### src/rtl/tt_um_jleugeri_ttt_scheduler.sv
// Token-transfer sweep sequencer: snapshots start/stop flags on go_in, walks sources in
// order and emits one signed token update per configured target under valid/ready.
module tt_um_jleugeri_ttt_scheduler #(
  parameter int NUM_PROCESSORS = 10,
  parameter int IDX_W          = $clog2(NUM_PROCESSORS)
) (
  input  logic                        clk,
  input  logic                        rst_n,
  input  logic                        go_in,
  input  logic [2*NUM_PROCESSORS-1:0] tstartstop_in,
  output logic                        busy_out,
  output logic                        hot_out,
  output logic                        done_out,
  output logic                        cfg_rd_out,
  output logic [IDX_W-1:0]            cfg_idx_out,
  input  logic [IDX_W-1:0]            cfg_first_in,
  input  logic [IDX_W-1:0]            cfg_last_in,
  output logic                        tgt_valid_out,
  input  logic                        tgt_ready_in,
  output logic [IDX_W-1:0]            tgt_idx_out,
  output logic                        tgt_sign_out
);

  typedef enum logic [2:0] {
    IDLE  = 3'd0,
    SCAN  = 3'd1,
    FETCH = 3'd2,
    EMIT  = 3'd3,
    DONE  = 3'd4
  } state_t;

  localparam logic [IDX_W:0]   NUM_P    = (IDX_W+1)'(NUM_PROCESSORS);
  localparam logic [IDX_W-1:0] LAST_SRC = IDX_W'(NUM_PROCESSORS - 1);

  state_t                    state_r;
  logic [IDX_W-1:0]          src_r;
  logic [IDX_W-1:0]          tgt_r;
  logic [IDX_W-1:0]          last_r;
  logic                      sign_r;
  logic [NUM_PROCESSORS-1:0] start_r;
  logic [NUM_PROCESSORS-1:0] stop_r;
  logic [NUM_PROCESSORS-1:0] pend_r;
  logic [NUM_PROCESSORS-1:0] start_in_s;
  logic [NUM_PROCESSORS-1:0] stop_in_s;
  logic                      net_s;
  logic                      empty_s;
  logic                      advance_s;

  // Split interleaved start/stop flag pairs into per-processor vectors
  always_comb begin
    start_in_s = '0;
    stop_in_s  = '0;
    for (int i = 0; i < NUM_PROCESSORS; i++) begin
      start_in_s[i] = tstartstop_in[2*i];
      stop_in_s[i]  = tstartstop_in[2*i+1];
    end
  end

  // Net event of the current source and emptiness of the fetched target range
  always_comb begin
    net_s   = start_r[src_r] ^ stop_r[src_r];
    empty_s = (cfg_first_in > cfg_last_in) || ({1'b0, cfg_last_in} >= NUM_P);
  end

  // Conditions under which the sweep moves past the current source
  always_comb begin
    advance_s = 1'b0;
    case (state_r)
      SCAN:    advance_s = !net_s;
      FETCH:   advance_s = empty_s;
      EMIT:    advance_s = tgt_ready_in && (tgt_r == last_r);
      default: advance_s = 1'b0;
    endcase
  end

  // Sweep state machine; the advance step overrides the per-state next state
  always_ff @(posedge clk) begin
    if (!rst_n) begin
      state_r <= IDLE;
      src_r   <= '0;
      tgt_r   <= '0;
      last_r  <= '0;
      sign_r  <= 1'b0;
      start_r <= '0;
      stop_r  <= '0;
      pend_r  <= '0;
    end else begin
      case (state_r)
        IDLE: begin
          if (go_in) begin
            start_r <= start_in_s;
            stop_r  <= stop_in_s;
            pend_r  <= start_in_s ^ stop_in_s;
            src_r   <= '0;
            state_r <= SCAN;
          end
        end
        SCAN: begin
          if (net_s) begin
            sign_r  <= start_r[src_r];
            state_r <= FETCH;
          end
        end
        FETCH: begin
          if (!empty_s) begin
            tgt_r   <= cfg_first_in;
            last_r  <= cfg_last_in;
            state_r <= EMIT;
          end
        end
        EMIT: begin
          if (tgt_ready_in && (tgt_r != last_r)) begin
            tgt_r <= tgt_r + IDX_W'(1);
          end
        end
        DONE:    state_r <= IDLE;
        default: state_r <= IDLE;
      endcase

      if (advance_s) begin
        pend_r[src_r] <= 1'b0;
        if (src_r == LAST_SRC) begin
          state_r <= DONE;
        end else begin
          src_r   <= src_r + IDX_W'(1);
          state_r <= SCAN;
        end
      end
    end
  end

  // Outputs decoded purely from registered state, so no input reaches an output
  always_comb begin
    busy_out      = (state_r != IDLE);
    hot_out       = (state_r != IDLE) && (|pend_r);
    done_out      = (state_r == DONE);
    cfg_rd_out    = (state_r == SCAN) && net_s;
    tgt_valid_out = (state_r == EMIT);
    if ((state_r == SCAN) || (state_r == FETCH) || (state_r == EMIT)) begin
      cfg_idx_out = src_r;
    end else begin
      cfg_idx_out = '0;
    end
    if (state_r == EMIT) begin
      tgt_idx_out  = tgt_r;
      tgt_sign_out = sign_r;
    end else begin
      tgt_idx_out  = '0;
      tgt_sign_out = 1'b0;
    end
  end

endmodule

### config.mk
export PLATFORM = sky130hd
export DESIGN_NAME = tt_um_jleugeri_ttt_scheduler
export DESIGN_NICKNAME = d
export VERILOG_FILES = /design/src/rtl/tt_um_jleugeri_ttt_scheduler.sv
export SDC_FILE = /design/constraint.sdc
export NUM_CORES = 1
export LEC_CHECK = 0
export BUFFER_PORTS_ARGS = -buffer_cell sky130_fd_sc_hd__buf_2
export CAP_MARGIN = 5
export CORE_MARGIN = 10
export CORE_UTILIZATION = 35
export CTS_BUF_LIST = sky130_fd_sc_hd__clkbuf_16
export DETAILED_ROUTE_END_ITERATION = 10
export HOLD_SLACK_MARGIN = 0.06
export PLACE_DENSITY_LB_ADDON = 0.2
export SYNTH_ARGS = -nofsm -noshare
export SYNTH_HDL_FRONTEND = slang
export SYNTH_SLANG_ARGS = --single-unit
### constraint.sdc
create_clock -name clk -period 2.8 [get_ports clk]
set_input_delay 0 -clock clk [delete_from_list [all_inputs] [get_ports clk]]
set_output_delay 0 -clock clk [all_outputs]
set_load 0.01 [all_outputs]
Word-level counts from Yosys, hierarchy flattened --
Index checks and enable logic that the tools add are counted.
Word-level totals: flip-flop bits (word level) 46, bits in latches 0, bits in writable memories 0, bits in read-only memories 0, input bits 32, memories 0
Cells by class: add/subtract/negate cells 2, multiply operators 0, div/mod/pow operators 0, order comparisons 4, eq/ne operators 13, shift-type cells 0, muxes and demuxes 27, bitwise logic cells 5, reduce and logical (&&, ||, !) cells 18
Operator list (count):
- 10-bit 2-to-1 mux | 4
- 4-bit 2-to-1 mux | 8
- 3-bit 2-to-1 mux | 5
- 3-bit one-hot mux with 4 select lines | 1
- 10-bit bitwise AND | 1
- 10-bit NOT | 1
- 10-bit OR reduction | 1
- 10-bit bitwise XOR | 1
- 3-bit != test (second input constant) | 3
- 4-bit by 1-bit adder with 4-bit output (second input constant) | 2
- 1-bit binary-select mux with 4-bit select | 2
- 4-bit one-hot mux with 2 select lines | 1
- 3-bit by 2-bit == test with 1-bit output (second input constant) | 2
- 2-bit AND reduction | 3
- 1-bit logical AND | 5
- 4-bit by 5-bit less-than comparator with 1-bit output (second input constant) | 1
- 1-bit demux with 4-bit select | 1
- 4-bit == test | 1
- 4-bit == test (second input constant) | 1
- 4-bit by 1-bit greater-or-equal comparator with 1-bit output (second input constant) | 1
- 4-bit greater-or-equal comparator (second input constant) | 1
- 4-bit greater-than comparator | 1
- 1-bit 2-to-1 mux | 4
- 2-bit by 1-bit != test with 1-bit output (second input constant) | 2
- 14 further kinds | 16

Longest topological paths before layout --
Gate-level depths: netlist of run 1.
depth in word-level cells 7, gate-level depth with buffers 9, gate-level depth less buffers 9

Worst setup path before layout of run 1 --
OpenSTA, ideal clock, no wires.
path kind register to register, start point register src_r[0], end point register state_r[0], arrival 2.311 ns, setup slack 0.431 ns, cell stages (with the launch flop) 9, period minus slack after synthesis 2.369 ns, cell sequence dfxtp_1 > buf_6 > mux4_1 > a22oi_1 > o31ai_1 > xnor2_1 > a211oi_4 > nor4b_4 > o21a_1
On the way: longest elaborated chain between the ends 7, elaborated cells between the ends (all ways) 15, classes of those cells eq/ne (5); mux (7); bitwise (1); reduce/logical (2)
RTL lines:
- start: declaration | RTL line 36 | logic [IDX_W-1:0] src_r;
- start signal: assignment | RTL line 125 | src_r <= src_r + IDX_W'(1);
- 1-bit binary-select mux with 4-bit select | RTL line 61 | net_s = start_r[src_r] ^ stop_r[src_r];
- 1-bit 2-to-1 mux (implied by the code) | RTL line 61
- 1-bit bitwise XOR | RTL line 61
- 1-bit zero test | RTL line 69 | SCAN: advance_s = !net_s;
- 1-bit one-hot mux with 3 select lines | RTL line 68 | case (state_r)
- 3-bit != test (no line) / 2-bit by 1-bit != test with 1-bit output (equally long branches)
- 4-bit AND reduction (no line)
- end signal: assignment | RTL line 79 | state_r <= IDLE;
- end signal: assignment | RTL line 95 | state_r <= SCAN;
- end signal: assignment | RTL line 101 | state_r <= FETCH;
- end: declaration | RTL line 35 | state_t state_r;
Parallel ways exist; a longest one is shown, timed or not. The select of a mux whose other input is x is not followed. A chain may end at the register's enable or synchronous reset.

Worst setup path in the final report of run 1 --
Ends and elaborated chain as after synthesis.

==> reports/summary.txt, run 1 <==
leading cell types in the layout, fill and taps excluded = nand2_1 (65), dfxtp_1 (46), buf_2 (45)
layout cells sized above 1 = 19.0%
CP Max Fanout = 7
starting density of the core = 35.7%
DR vias = 2279
Row Count = 31
routed vias/inst = 4.88
max-slew violation count = 0
post-synthesis sequential area ratio = 35.7%
RePlAce Congestion = 0.795
gr usage total = 12.0%
final setup TNS = 0 ns
RSZ-0062 raised after global routing = false
Final min period = 2.54 ns
clk sink count = 46
Placed Cells incl. Taps = 436
total gr overflow = 0
number of fill cells = 734
Clock transition at path regs = 0.06 ns
relative slew slack = 47.0%
I/O Pins = 46
Worst Clk Skew = 0.00537 ns
Setup Buffers After CTS = 0
class of the worst hold path = primary input to register
Yosys top cell by area = dfxtp_1
Synth Flop Type = dfxtp_1
Cell variety after synth = 50
cells after synthesis = 305
port bufs = 45
antenna violations before repair = 0
clk_lat worst skew = 0.28 ns
Post-synth ARST share = 0%
H-tree levels = 2
non-filler cells, final = 467
CP Data Arrival Time = 2.76 ns
Multi-input gate area = 0.00154 mm2
P_leak = 1.38 nW
Mapped Nets = 346
vias in the first global route = 2242
Final Core Density = 45.6%
synthesized cell area = 0.00258 mm2
Yosys warning total = 0
internal reg-to-reg setup slack = 0.26 ns
final worst path period share = 90.5%
hpwl dp = 4990 um
status = finished clean
Worst EP required = 3.03 ns
Sequential Area = 921 um2
most area-consuming cells after synthesis = dfxtp_1 (36%), nand2_1 (9.5%), a21boi_0 (6.7%)
Max Cap Viol = 0
Place WS = 0.275 ns
Die Wd = 106 um
pwr dens = 762 mW/mm2
fmax = 0.394 GHz
wire length per cell = 14.4 um
chip height = 106 um
Startpoint Class = register
core area = 0.00721 mm2
drt drc = 0
root buf cell = clkbuf_16
area share of the largest cell type after synthesis = 35.7%
total wire length = 6730 um
final hold vios = 0
synthesized flop and latch total = 46
WS Path Type = register to register
Max Buffers Root-to-Sink = 2
Final #Nets = 409
Starting DRT DRC Count = 57
final setup violation count = 0
CTS tree = done
largest net degree at the start of global routing = 51
first-pass GRT wire length = 11200 um
Antenna Nets Post-Route = 0
post-route worst setup slack = 0.265 ns
number of synthesized flops with an enable pin = 0
antenna diode count = 0
worst vdd ir = 0.000321 V
commonest non-fill, non-tap cell in the layout = nand2_1
cts bufs inserted = 5
synthesized area per cell = 8.45 um2
Area growth syn-to-layout = 27.7%
first drt pass iteration count = 4
Slew @ Worst Pin = 0.794 ns
crit end category = register
die area = 0.0112 mm2
==> layer usage <==
layer  global-route usage, %  routed length [um]  vias up
li1                        -                   -     1180
met1                    16.5                3390     1053
met2                    18.4                3050       39
met3                    2.74                 229        7
met4                    3.00                  68        0
met5                       0                   0        -
==> cell families (layout without fill, tap and decap cells) <==
family / after synthesis / count (layout) / synth area share (%)
multiplexers: 14 / 14 / 7.23
AND/OR/NAND/NOR: 121 / 121 / 23.2
buffers and inverters: 28 / 91 / 4.61
AO/OA/AOI/OAI: 71 / 71 / 19.5
adder cells (fa/ha/maj): 9 / 9 / 4.37
XOR/XNOR: 16 / 16 / 5.44
flip-flops: 46 / 46 / 35.7
==> final timing paths <==
path / startpoint / endpoint / cells past startpoint
hold reg to reg: start_r[3]$_SDFFE_PN0P_ / start_r[3]$_SDFFE_PN0P_ / 2
hold / removal: cfg_first_in[1] / tgt_r[1]$_SDFFE_PN0P_ / 5
setup / recovery: src_r[0]$_SDFF_PN0_ / state_r[0]$_SDFFE_PN0P_ / 7
setup reg to reg: src_r[0]$_SDFF_PN0_ / state_r[0]$_SDFFE_PN0P_ / 7
==> metrics by stage <==
stage / cell area (um2) / total power (W) / hold WS [ns]
finish: 3290 / 0.00251 / 0.110
global route: 3290 / 0.00268 / 0.131
CTS: 3290 / 0.00253 / 0.108
detailed placement: 2890 / 0.00185 / 0.284
global placement: 2890 / 0.00185 / 0.272
floorplan: 2580 / 0.00158 / 0.145
==> registers in the layout, summed over array words and instances, names as in the netlist <==
| signal | cells |
|---|---|
| stop_r | 10 |
| sign_r | 1 |
| pend_r | 10 |
| tgt_r | 4 |
| state_r | 3 |
| last_r | 4 |
| src_r | 4 |
| start_r | 10 |
==> synthesized netlist by cell type (all sizes together), types with 4 or more instances <==
cell type and n:
nand2 65, dfxtp 46, a21boi 23, a21oi 14, clkbuf 12, nor2 12, inv 11, xnor2 11
mux2i 10, o211ai 10, ha 9, and2 8, nor3 8, o21ai 8, nor2b 7, and3 5
buf 5, xor2 5, a31oi 4
==> critical path: stages, from the launching register on <==
cell and delay, ns:
dfxtp_1 0.46, mux4_1 0.59, a22oi_1 0.19, o31ai_1 0.15
xnor2_1 0.21, a211oi_4 0.48, nor4b_4 0.27, o21a_1 0.13
==> where the power goes <==
part	switching, W	internal, W	total, W
Combinational	0.000545	0.000416	0.000961
Sequential	0.000105	0.000788	0.000893
Clock	0.000241	0.000413	0.000654
==> repair_timing <==
action | in CTS | in global routing
hold endpoints to repair | 24 | 0
hold buffers | 24 | 0
resized for setup | 0 | 0
==> final cells by class <==
type / instances / area share (%)
tap: 99 / 3.76
clock buffer: 5 / 3.80
clock inverter: 2 / 1.03
timing repair buffer: 73 / 15.4
multi-input combinational: 231 / 46.7
sequential: 46 / 28.0
inverter: 11 / 1.25
Power figures use the tool's default switching activity.
==> inputs of run 2 (changes only) <==
--- a/config.mk
+++ b/config.mk
@@ -13,6 +13,8 @@
 export DETAILED_ROUTE_END_ITERATION = 10
 export HOLD_SLACK_MARGIN = 0.06
 export PLACE_DENSITY_LB_ADDON = 0.2
+export RECOVER_POWER = 50
 export SYNTH_ARGS = -nofsm -noshare
 export SYNTH_HDL_FRONTEND = slang
 export SYNTH_SLANG_ARGS = --single-unit
+export TNS_END_PERCENT = 1
==> reports/summary.txt, run 2 (synthesized netlist as in run 1, its figures left out) <==
Die Wd = 106 um
first drt pass iteration count = 4
Starting DRT DRC Count = 65
Post-DP Area = 0.00289 mm2
Placed Cells incl. Taps = 436
chip height = 106 um
Place WS = 0.275 ns
Int Power = 0.00159 W
commonest non-fill, non-tap cell in the layout = nand2_1
Final min period = 2.53 ns
Reg power frac = 36.0%
core area = 0.00721 mm2
RePlAce Congestion = 0.795
first-pass GRT wire length = 11200 um
CP Data Arrival Time = 2.76 ns
antenna violations before repair = 0
antenna diode count = 0
largest net degree at the start of global routing = 51
clk sink count = 46
relative slew slack = 47.2%
crit end category = register
Worst EP required = 3.03 ns
delay-heaviest family, CP = compound AO/OA/AOI/OAI gates
layout cells sized above 1 = 16.8%
Buf/Inv on CP = 0
H-tree levels = 2
Final #Nets = 409
status = finished clean
DR vias = 2301
final setup TNS = 0 ns
Slew @ Worst Pin = 0.792 ns
total gr overflow = 0
Slowest cell on crit path = mux4_1
gr usage total = 12.0%
P_leak = 1.34 nW
largest registers = pend_r x10, start_r x10, stop_r x10
class of the worst hold path = primary input to register
CTS tree = done
wire length per cell = 14.4 um
Setup Buffers After CTS = 0
routed vias/inst = 4.93
final hold vios = 0
number of fill cells = 742
Row Count = 31
starting density of the core = 35.7%
final setup violation count = 0
cell area after layout = 0.00327 mm2
Max Cap Viol = 0
Startpoint Class = register
fmax = 0.395 GHz
root buf cell = clkbuf_16
Antenna Nets Post-Route = 0
cts repair resizes = 0
WS Path Type = register to register
Clk pwr share = 26.3%
die area = 0.0112 mm2
CP Max Fanout = 7
non-filler cells, final = 467
port bufs = 45
max-slew violation count = 0
post-route worst setup slack = 0.270 ns
switching share of total power = 35.7%
Area growth syn-to-layout = 26.7%
Sw Pwr = 0.000885 W
clk_lat worst skew = 0.28 ns
cts bufs inserted = 5
Cell Chain, Critical Path = mux4_1, a22oi_1, o31ai_1, xnor2_1, a211oi_4, nor4b_4, o21a_1
final worst path period share = 90.4%
vias in the first global route = 2242
Worst Clk Skew = 0.00402 ns
I/O Pins = 46
Clock transition at path regs = 0.06 ns
drt drc = 0
Total Power = 0.00248 W
Logic pwr share = 37.7%
Max Buffers Root-to-Sink = 2
RSZ-0062 raised after global routing = false
leading cell types in the layout, fill and taps excluded = nand2_1 (65), dfxtp_1 (46), buf_2 (38)
hpwl dp = 4990 um
slowest stage delay, CP = 0.59 ns
worst vdd ir = 0.000319 V
pwr dens = 759 mW/mm2
total wire length = 6730 um
==> run 2: power by group through the flow <==
| stage | sequential, W | combinational, W | clock, W |
|---|---|---|---|
| after floorplan | 0.000864 | 0.000718 | 0 |
| after global placement | 0.000906 | 0.000941 | 0 |
| after detailed placement | 0.000906 | 0.000946 | 0 |
| after CTS | 0.000893 | 0.000975 | 0.000665 |
| after global routing | 0.000911 | 0.00105 | 0.000690 |
| final | 0.000892 | 0.000936 | 0.000651 |
==> run 2: repair_timing <==
action                     CTS  global route
setup endpoints to repair    0             0
hold endpoints to repair    24             0
hold buffers                24             0
==> run 2: path summary, 6_finish.rpt <==
kind | from | depth (start not counted) | endpoint | slack, ns
min | cfg_first_in[1] | 5 | tgt_r[1]$_SDFFE_PN0P_ | 0.11
min reg2reg | stop_r[3]$_SDFFE_PN0P_ | 2 | stop_r[3]$_SDFFE_PN0P_ | 0.47
max reg2reg | src_r[0]$_SDFF_PN0_ | 7 | state_r[0]$_SDFFE_PN0P_ | 0.27
max | src_r[0]$_SDFF_PN0_ | 7 | state_r[0]$_SDFFE_PN0P_ | 0.27
==> run 2: layout make-up <==
| type | count | area [um2] | area share (%) |
|---|---|---|---|
| multi-input cells | 231 | 1540 | 47.1 |
| flip-flops and latches | 46 | 921 | 28.2 |
| repair buffers | 73 | 484 | 14.8 |
| clock buffers | 5 | 125 | 3.83 |
| well taps | 99 | 124 | 3.79 |
| inverters | 11 | 41.3 | 1.26 |
| clock inverters | 2 | 33.8 | 1.03 |
==> run 2: per-layer routing <==
metal / GRT usage, % / wire length [um] / part of all wire (%)
met5: 0 / 0 / 0
met4: 3.00 / 71 / 1.1
met3: 2.74 / 304 / 4.5
met2: 18.4 / 3050 / 45
met1: 16.5 / 3300 / 49
==> run 2: per-stage QoR <==
| step | hold WS [ns] | utilization (%) |
|---|---|---|
| 6_report | 0.111 | 45.3 |
| 5_1_grt | 0.131 | 45.3 |
| 4_1_cts | 0.108 | 45.6 |
| 3_5_place_dp | 0.284 | 40.1 |
| 3_3_place_gp | 0.272 | 40.1 |
| 2_1_floorplan | 0.145 | - |
==> run 2: worst min-delay path, delay by kind of cell <==
kind / cells / cell delay (ns)
mux: 1 / 0.06
buf+inv: 1 / 0.10
simple gates: 3 / 0.20
